$ cat config.mk
export PLATFORM = sky130hd
export DESIGN_NAME = dm_port_arbiter_flat
export DESIGN_NICKNAME = d
export VERILOG_FILES = /design/src/rtl/dm_port_arbiter_pkg.sv /design/src/rtl/dm_port_arbiter_if.sv /design/src/rtl/dm_port_arbiter_fsm.sv /design/src/rtl/dm_port_arbiter.sv /design/src/flat_wrapper.sv
export SDC_FILE = /design/constraint.sdc
export NUM_CORES = 1
export LEC_CHECK = 0
export CAP_MARGIN = 20
export CORE_AREA = 2 2 143 145
export CTS_BUF_LIST = sky130_fd_sc_hd__clkbuf_8
export CTS_CLUSTER_DIAMETER = 60
export DETAILED_ROUTE_END_ITERATION = 7
export DIE_AREA = 0 0 145 147
export PLACE_DENSITY_LB_ADDON = 0.15
export SLEW_MARGIN = 15
export SYNTH_ARGS = -nofsm -noshare
export SYNTH_HDL_FRONTEND = slang
export SYNTH_SLANG_ARGS = --single-unit
$ cat constraint.sdc
create_clock -name clk -period 1.5 [get_ports clk]
set_input_delay 0.45 -clock clk [delete_from_list [all_inputs] [get_ports clk]]
set_output_delay 0.45 -clock clk [all_outputs]
set_load 0.02 [all_outputs]
$ cat src/rtl/dm_port_arbiter_pkg.sv
// Shared definitions for the data-memory port arbiter: owner states,
// default starvation/burst limits and the word-alignment helper.
package dm_port_arbiter_pkg;

    typedef enum logic {
        ARB_S_CPU = 1'b0,
        ARB_S_DMA = 1'b1
    } arb_state_e;

    localparam int unsigned STARVE_LIMIT_DEFAULT = 8;
    localparam int unsigned BURST_MAX_DEFAULT    = 4;

    function automatic logic [31:0] word_align(input logic [31:0] addr);
        return {addr[31:2], 2'b00};
    endfunction

endpackage

$ cat src/rtl/dm_port_arbiter_if.sv
// Bundle of the CPU MEM-stage, DMA requester and physical DM signals around
// the arbiter; master is the surrounding system, slave is the arbiter.
interface dm_port_arbiter_if;

    logic        cpu_req;
    logic [31:0] cpu_pc;
    logic [31:0] cpu_addr;
    logic [31:0] cpu_wdata;
    logic [3:0]  cpu_we;
    logic [31:0] cpu_rdata;
    logic        cpu_stall;

    logic        dma_valid;
    logic        dma_ready;
    logic [31:0] dma_addr;
    logic [31:0] dma_wdata;
    logic [3:0]  dma_we;
    logic        dma_last;
    logic        dma_rvalid;
    logic [31:0] dma_rdata;

    logic [31:0] dm_pc;
    logic [31:0] dm_addr;
    logic [31:0] dm_wdata;
    logic [3:0]  dm_we;
    logic [31:0] dm_rdata;

    modport master (
        output cpu_req, cpu_pc, cpu_addr, cpu_wdata, cpu_we,
        input  cpu_rdata, cpu_stall,
        output dma_valid, dma_addr, dma_wdata, dma_we, dma_last,
        input  dma_ready, dma_rvalid, dma_rdata,
        input  dm_pc, dm_addr, dm_wdata, dm_we,
        output dm_rdata
    );

    modport slave (
        input  cpu_req, cpu_pc, cpu_addr, cpu_wdata, cpu_we,
        output cpu_rdata, cpu_stall,
        input  dma_valid, dma_addr, dma_wdata, dma_we, dma_last,
        output dma_ready, dma_rvalid, dma_rdata,
        output dm_pc, dm_addr, dm_wdata, dm_we,
        input  dm_rdata
    );

endinterface

$ cat src/rtl/dm_port_arbiter_fsm.sv
// Ownership FSM: tracks how long DMA has been blocked by the CPU and runs a
// bounded forced DMA burst once the starvation limit is hit.
module dm_port_arbiter_fsm
    import dm_port_arbiter_pkg::*;
#(
    parameter int unsigned STARVE_LIMIT = STARVE_LIMIT_DEFAULT,
    parameter int unsigned BURST_MAX    = BURST_MAX_DEFAULT
) (
    input  logic clk,
    input  logic reset,
    input  logic cpu_req,
    input  logic dma_valid,
    input  logic dma_last,
    output logic owner_dma,
    output logic in_burst
);

    localparam int unsigned WAIT_W = $clog2(STARVE_LIMIT + 1);
    localparam int unsigned BEAT_W = $clog2(BURST_MAX + 1);
    // Comparing against limit-1 means neither counter ever holds its limit.
    localparam logic [WAIT_W-1:0] WAIT_LAST = WAIT_W'(STARVE_LIMIT - 1);
    localparam logic [BEAT_W-1:0] BEAT_LAST = BEAT_W'(BURST_MAX - 1);

    arb_state_e        state, state_next;
    logic [WAIT_W-1:0] wait_cnt, wait_next;
    logic [BEAT_W-1:0] beat_cnt, beat_next;

    // NOTE: state registers use non-blocking assignments so every flop samples
    // pre-edge values regardless of process evaluation order.
    always_ff @(posedge clk or negedge reset) begin
        if (!reset) begin
            state    <= ARB_S_CPU;
            wait_cnt <= '0;
            beat_cnt <= '0;
        end else begin
            state    <= state_next;
            wait_cnt <= wait_next;
            beat_cnt <= beat_next;
        end
    end

    // NOTE: every output of this block gets a default first so no path
    // through the case statement can leave a value held (no latch inferred).
    always_comb begin
        state_next = state;
        wait_next  = wait_cnt;
        beat_next  = beat_cnt;
        owner_dma  = 1'b0;
        unique case (state)
            ARB_S_CPU: begin
                owner_dma = dma_valid & ~cpu_req;
                if (dma_valid && cpu_req) begin
                    if (wait_cnt == WAIT_LAST) begin
                        wait_next  = '0;
                        state_next = ARB_S_DMA;
                    end else begin
                        wait_next = wait_cnt + WAIT_W'(1);
                    end
                end else begin
                    wait_next = '0;
                end
            end
            ARB_S_DMA: begin
                owner_dma = 1'b1;
                wait_next = '0;
                // An idle DMA cycle ends the burst as well as last/limit beats.
                if (!dma_valid || dma_last || beat_cnt == BEAT_LAST) begin
                    state_next = ARB_S_CPU;
                    beat_next  = '0;
                end else begin
                    beat_next = beat_cnt + BEAT_W'(1);
                end
            end
        endcase
    end

    assign in_burst = (state == ARB_S_DMA);

endmodule

$ cat src/rtl/dm_port_arbiter.sv
// Data-memory port arbiter: muxes the CPU MEM stage or the DMA requester onto
// the single DM port, stalls the pipeline during forced DMA bursts.
module dm_port_arbiter
    import dm_port_arbiter_pkg::*;
#(
    parameter int unsigned STARVE_LIMIT = STARVE_LIMIT_DEFAULT,
    parameter int unsigned BURST_MAX    = BURST_MAX_DEFAULT
) (
    input logic              clk,
    input logic              reset,
    dm_port_arbiter_if.slave bus
);

    logic owner_dma;
    logic in_burst;
    logic rd_accept;

    dm_port_arbiter_fsm #(
        .STARVE_LIMIT (STARVE_LIMIT),
        .BURST_MAX    (BURST_MAX)
    ) u_fsm (
        .clk       (clk),
        .reset     (reset),
        .cpu_req   (bus.cpu_req),
        .dma_valid (bus.dma_valid),
        .dma_last  (bus.dma_last),
        .owner_dma (owner_dma),
        .in_burst  (in_burst)
    );

    // A port with no active requester drives all zeros, so no stray writes.
    always_comb begin
        bus.dm_pc    = '0;
        bus.dm_addr  = '0;
        bus.dm_wdata = '0;
        bus.dm_we    = '0;
        if (owner_dma) begin
            bus.dm_addr  = word_align(bus.dma_addr);
            bus.dm_wdata = bus.dma_wdata;
            bus.dm_we    = bus.dma_valid ? bus.dma_we : 4'h0;
        end else if (bus.cpu_req) begin
            bus.dm_pc    = bus.cpu_pc;
            bus.dm_addr  = word_align(bus.cpu_addr);
            bus.dm_wdata = bus.cpu_wdata;
            bus.dm_we    = bus.cpu_we;
        end
    end

    assign bus.dma_ready = owner_dma & bus.dma_valid;
    assign bus.cpu_stall = in_burst & bus.cpu_req;
    assign bus.cpu_rdata = bus.dm_rdata;
    assign rd_accept     = bus.dma_ready & (bus.dma_we == 4'h0);

    // NOTE: the read-data register is reset too so the DMA side never sees
    // X data after reset, even though dma_rvalid alone qualifies it.
    always_ff @(posedge clk or negedge reset) begin
        if (!reset) begin
            bus.dma_rvalid <= 1'b0;
            bus.dma_rdata  <= '0;
        end else begin
            bus.dma_rvalid <= rd_accept;
            if (rd_accept) begin
                bus.dma_rdata <= bus.dm_rdata;
            end
        end
    end

endmodule

$ cat src/flat_wrapper.sv
// flat-port wrapper written by rule: the top's interface ports become plain ports
module dm_port_arbiter_flat import dm_port_arbiter_pkg::*;
#(
    parameter int unsigned STARVE_LIMIT = STARVE_LIMIT_DEFAULT,
    parameter int unsigned BURST_MAX    = BURST_MAX_DEFAULT
)
  (clk, reset, bus_cpu_req, bus_cpu_pc, bus_cpu_addr, bus_cpu_wdata, bus_cpu_we, bus_cpu_rdata, bus_cpu_stall, bus_dma_valid, bus_dma_addr, bus_dma_wdata, bus_dma_we, bus_dma_last, bus_dma_ready, bus_dma_rvalid, bus_dma_rdata, bus_dm_pc, bus_dm_addr, bus_dm_wdata, bus_dm_we, bus_dm_rdata);
  dm_port_arbiter_if bus_i ();
  input logic clk;
  input logic reset;
  input wire logic [$bits(bus_i.cpu_req)-1:0] bus_cpu_req;
  input wire logic [$bits(bus_i.cpu_pc)-1:0] bus_cpu_pc;
  input wire logic [$bits(bus_i.cpu_addr)-1:0] bus_cpu_addr;
  input wire logic [$bits(bus_i.cpu_wdata)-1:0] bus_cpu_wdata;
  input wire logic [$bits(bus_i.cpu_we)-1:0] bus_cpu_we;
  output wire logic [$bits(bus_i.cpu_rdata)-1:0] bus_cpu_rdata;
  output wire logic [$bits(bus_i.cpu_stall)-1:0] bus_cpu_stall;
  input wire logic [$bits(bus_i.dma_valid)-1:0] bus_dma_valid;
  input wire logic [$bits(bus_i.dma_addr)-1:0] bus_dma_addr;
  input wire logic [$bits(bus_i.dma_wdata)-1:0] bus_dma_wdata;
  input wire logic [$bits(bus_i.dma_we)-1:0] bus_dma_we;
  input wire logic [$bits(bus_i.dma_last)-1:0] bus_dma_last;
  output wire logic [$bits(bus_i.dma_ready)-1:0] bus_dma_ready;
  output wire logic [$bits(bus_i.dma_rvalid)-1:0] bus_dma_rvalid;
  output wire logic [$bits(bus_i.dma_rdata)-1:0] bus_dma_rdata;
  output wire logic [$bits(bus_i.dm_pc)-1:0] bus_dm_pc;
  output wire logic [$bits(bus_i.dm_addr)-1:0] bus_dm_addr;
  output wire logic [$bits(bus_i.dm_wdata)-1:0] bus_dm_wdata;
  output wire logic [$bits(bus_i.dm_we)-1:0] bus_dm_we;
  input wire logic [$bits(bus_i.dm_rdata)-1:0] bus_dm_rdata;
  assign bus_i.cpu_req = bus_cpu_req;
  assign bus_i.cpu_pc = bus_cpu_pc;
  assign bus_i.cpu_addr = bus_cpu_addr;
  assign bus_i.cpu_wdata = bus_cpu_wdata;
  assign bus_i.cpu_we = bus_cpu_we;
  assign bus_cpu_rdata = bus_i.cpu_rdata;
  assign bus_cpu_stall = bus_i.cpu_stall;
  assign bus_i.dma_valid = bus_dma_valid;
  assign bus_i.dma_addr = bus_dma_addr;
  assign bus_i.dma_wdata = bus_dma_wdata;
  assign bus_i.dma_we = bus_dma_we;
  assign bus_i.dma_last = bus_dma_last;
  assign bus_dma_ready = bus_i.dma_ready;
  assign bus_dma_rvalid = bus_i.dma_rvalid;
  assign bus_dma_rdata = bus_i.dma_rdata;
  assign bus_dm_pc = bus_i.dm_pc;
  assign bus_dm_addr = bus_i.dm_addr;
  assign bus_dm_wdata = bus_i.dm_wdata;
  assign bus_dm_we = bus_i.dm_we;
  assign bus_i.dm_rdata = bus_dm_rdata;
  dm_port_arbiter #(.STARVE_LIMIT(STARVE_LIMIT), .BURST_MAX(BURST_MAX)) u_core (.clk(clk), .reset(reset), .bus(bus_i));
endmodule
==> impl_results.rst <==
.. list-table::
   :header-rows: 1

   * - Metric
     - Value
   * - Setup repair after global routing missed its margin
     - true
   * - Area of the mapped netlist
     - 0.00291 mm²
   * - Maximum clock insertion buffer count
     - 2
   * - Number of vias per cell after detailed routing
     - 3.99
   * - Number of antenna violations at the first check in global routing
     - 4
   * - Clock transition at the register clock pins on the worst setup and hold paths after CTS
     - 0.08 ns
   * - H-Tree Level Count
     - 2
   * - Area of the multi-input gates
     - 0.00165 mm²
   * - Die Height
     - 147 µm
   * - Setup clock skew after layout
     - 0.00418 ns
   * - Half-perimeter wire length of the detailed placement result
     - 13.5 mm
   * - Crit-path cells
     - a21o_4, clkbuf_16, a22o_1, buf_6
   * - Global-route wire length before repair
     - 26.2 mm
   * - Share of the clock period used by the worst path
     - 138%
   * - Pwr Total
     - 4.95 mW
   * - Iteration count of the initial detailed-routing pass
     - 4
   * - Clock tree from TritonCTS
     - done
   * - Number of different library cells in the post-synthesis netlist
     - 29
   * - FF+latch count, synth
     - 41
   * - Total clock buffers created by CTS
     - 5
   * - I/O pin cnt
     - 372
   * - Maximum frequency from static timing analysis
     - 485 MHz
   * - Critical path endpoint category
     - output port
   * - Power Dens Cells
     - 644 mW/mm²
   * - Congestion Overflow GR
     - 0
   * - Layout cells sized above 1
     - 45.1%
   * - Iteration-0 DRC Markers
     - 79
   * - Worst Path Buf+Inv
     - 2
   * - Maximum vdd drop
     - 0.000473 V
   * - Effective utilization at floorplan
     - 14.7%
   * - Maximum number of pins on one net before global-route repair
     - 29
   * - Minimum setup slack after placement
     - -1.31 ns
   * - Vias after detailed routing
     - 3662
   * - Sequential-to-total area share from yosys stat
     - 35.2%
   * - Combinational cell fraction of total power
     - 53.5%
   * - Power spent charging and discharging nets
     - 1.62 mW
   * - Antenna Nets Post-Route
     - 0
   * - Static Leak
     - 3.63 nW
   * - Site row count
     - 52
   * - I/O Buffers
     - 365
   * - Drc violations
     - 0
   * - CP Launch Type
     - register
   * - Sequential cell area
     - 0.00103 mm²
   * - Number of violations of the max-capacitance limit
     - 0
   * - Wirelength per Cell
     - 20.1 µm
   * - Total of fill cells in the finished design
     - 1956
   * - Routability Congestion
     - 0.872
   * - Total of warnings raised by yosys
     - 0
   * - Overall die width
     - 145 µm
   * - Via count of the first global-routing pass
     - 4000
   * - Net switching fraction of the power
     - 32.7%
   * - Post-cts hold buffer count
     - 0
   * - Final setup fails
     - 124
   * - Final hold viol count
     - 0
   * - Critical setup path kind
     - reg2out
   * - Maximum fanout count along the critical path
     - 9
   * - Post-Syn Instances
     - 264
   * - Cell at the slowest stage of the critical path
     - sky130_fd_sc_hd__dfrtp_2
   * - Total detailed-routing wirelength
     - 18.5 mm
   * - Core area
     - 0.0198 mm²
   * - GRT Overall Usage
     - 16.2%
   * - Final slew viol count
     - 0
   * - Nets@finish
     - 852
   * - Dominant delay contributor by cell family on the critical path
     - compound AO/OA/AOI/OAI gates
   * - Crit path setup slack, layout
     - -0.564 ns
   * - Biggest cell delay along the critical path
     - 0.45 ns
   * - Clock latency reported for the late side of the worst-skew pair
     - 0.29 ns
   * - Violated checks
     - setup timing
   * - Die ar.
     - 0.0213 mm²
   * - WP data required
     - 1.05 ns
   * - Final worst path period need
     - 2.06 ns
   * - CP Data Arrival Time
     - 1.61 ns
   * - Classification of the worst-slack hold path
     - in2async
   * - Mean cell area of the mapped netlist
     - 11.0 µm²
   * - TritonCTS sink count
     - 41
   * - Clock network fraction of design power
     - 18.8%
   * - Internal power of the cells
     - 3.33 mW
   * - Sequential share of power
     - 27.7%
   * - Post-synthesis to final-layout area growth
     - 164%
   * - Library cell used as clock root buffer
     - sky130_fd_sc_hd__clkbuf_8
   * - Status
     - complete, but fails checks
==> layer usage <==
metal / global-route usage, % / routed length (µm) / up-vias
li1: - / - / 1686
met1: 17.7 / 6810 / 1740
met2: 30.0 / 9700 / 209
met3: 4.41 / 1350 / 27
met4: 6.04 / 613 / 0
met5: 0 / 0 / -
==> synth_stat cells (all sizes together) <==
library cell   n  area [µm²]
a22o          66         579
buf           54         407
dfrtp         41        1030
and2          34         213
mux2          32         469
clkbuf         4        15.0
nand2b         4        25.0
nor2           4        15.0
ha             3        37.5
inv            3        11.3
nand2          3        11.3
and3           2        12.5
nor2b          2        12.5
o22ai          2        12.5
a21o           1        7.51
a22oi          1        7.51
and3b          1        8.76
conb           1        3.75
mux2i          1        10.0
nand3          1        5.00
nor3           1        5.00
nor4           1        6.26
o21ai          1        5.00
xnor2          1        8.76
==> state kept, by name, indices dropped and copies added (netlist names) <==
signal / flops
u_core.u_fsm.beat_cnt: 3
u_core.u_fsm.wait_cnt: 4
u_core.bus.dma_rdata: 32
u_core.u_fsm.in_burst: 1
u_core.bus.dma_rvalid: 1
==> placed cells by master (no fill, tap or decap), types with 4 or more instances in the layout <==
cell type	instances
sky130_fd_sc_hd__clkdlybuf4s50_1	161
sky130_fd_sc_hd__buf_6	114
sky130_fd_sc_hd__a22o_1	58
sky130_fd_sc_hd__dlygate4sd2_1	47
sky130_fd_sc_hd__dfrtp_1	40
sky130_fd_sc_hd__and2_4	33
sky130_fd_sc_hd__buf_4	32
sky130_fd_sc_hd__mux2_4	29
sky130_fd_sc_hd__buf_2	25
sky130_fd_sc_hd__clkdlybuf4s15_1	17
sky130_fd_sc_hd__buf_12	12
sky130_fd_sc_hd__buf_16	11
sky130_fd_sc_hd__a22o_4	8
sky130_fd_sc_hd__clkbuf_8	6
sky130_fd_sc_hd__inv_1	4
sky130_fd_sc_hd__nor2_1	4
sky130_fd_sc_hd__clkbuf_2	4
==> power groups by stage <==
stage | sequential (mW) | clock [mW] | combinational, mW
4_1_cts | 1.37 | 0.991 | 2.57
2_1_floorplan | 1.60 | 0 | 0.915
3_3_place_gp | 1.39 | 0 | 2.57
6_report | 1.37 | 0.931 | 2.65
5_1_grt | 1.40 | 1.03 | 2.77
3_5_place_dp | 1.39 | 0 | 2.57
==> final timing paths <==
check	from	endpoint	slack, ns	depth (start not counted)
setup / recovery	u_core.u_fsm.in_burst$_DFF_PN0_	bus_dm_addr[4]	-0.56	4
hold / removal	reset	u_core.bus.dma_rdata[9]$_DFFE_PN0P_	0.06	1
setup reg to reg	u_core.u_fsm.in_burst$_DFF_PN0_	u_core.bus.dma_rdata[13]$_DFFE_PN0P_	-0.11	6
hold reg to reg	u_core.u_fsm.wait_cnt[0]$_DFF_PN0_	u_core.u_fsm.wait_cnt[0]$_DFF_PN0_	0.48	1
max in group asynchronous	reset	u_core.u_fsm.in_burst$_DFF_PN0_	0.93	2
min in group clk	u_core.u_fsm.wait_cnt[0]$_DFF_PN0_	u_core.u_fsm.wait_cnt[0]$_DFF_PN0_	0.48	1
==> timing repair <==
item | CTS | global route
resized for setup | 817 | 61
endpoints found under the setup margin | 199 | 151
cloned | 11 | 4
pin swaps | 6 | 2
buffers inserted | 12 | 4
==> cells by family after synthesis <==
group	count (synthesis)	share of synthesized area (%)
other cells	1	0.129
simple gates	53	10.8
xor+xnor	1	0.301
compound gates	71	21.0
buf+inv	61	14.9
mux	33	16.4
fa+ha+maj	3	1.29
flops	41	35.2
==> metrics by stage <==
step / cell area (µm²) / util (%) / TNS, ns / hold slack (ns) / cells
2_1_floorplan: 3110 / - / -12.73 / 0.154 / 265
3_3_place_gp: 6920 / 34.9 / -156.25 / 0.388 / 877
3_5_place_dp: 6920 / 34.9 / -160.20 / 0.386 / 877
4_1_cts: 7410 / 37.3 / -55.76 / 0.0483 / 908
5_1_grt: 7690 / 38.8 / -61.55 / 0.0544 / 918
6_report: 7690 / 38.8 / -53.03 / 0.0589 / 918
==> layout make-up <==
| class | count | share of cell area (%) |
|---|---|---|
| clock inverter | 2 | 0.439 |
| sequential | 41 | 13.4 |
| multi-input combinational | 163 | 21.5 |
| clock buffer | 6 | 1.07 |
| timing repair buffer | 430 | 59.0 |
| antenna | 3 | 0.0976 |
| inverter | 3 | 0.146 |
| tap | 270 | 4.39 |
(Power assumes the default switching activity.)
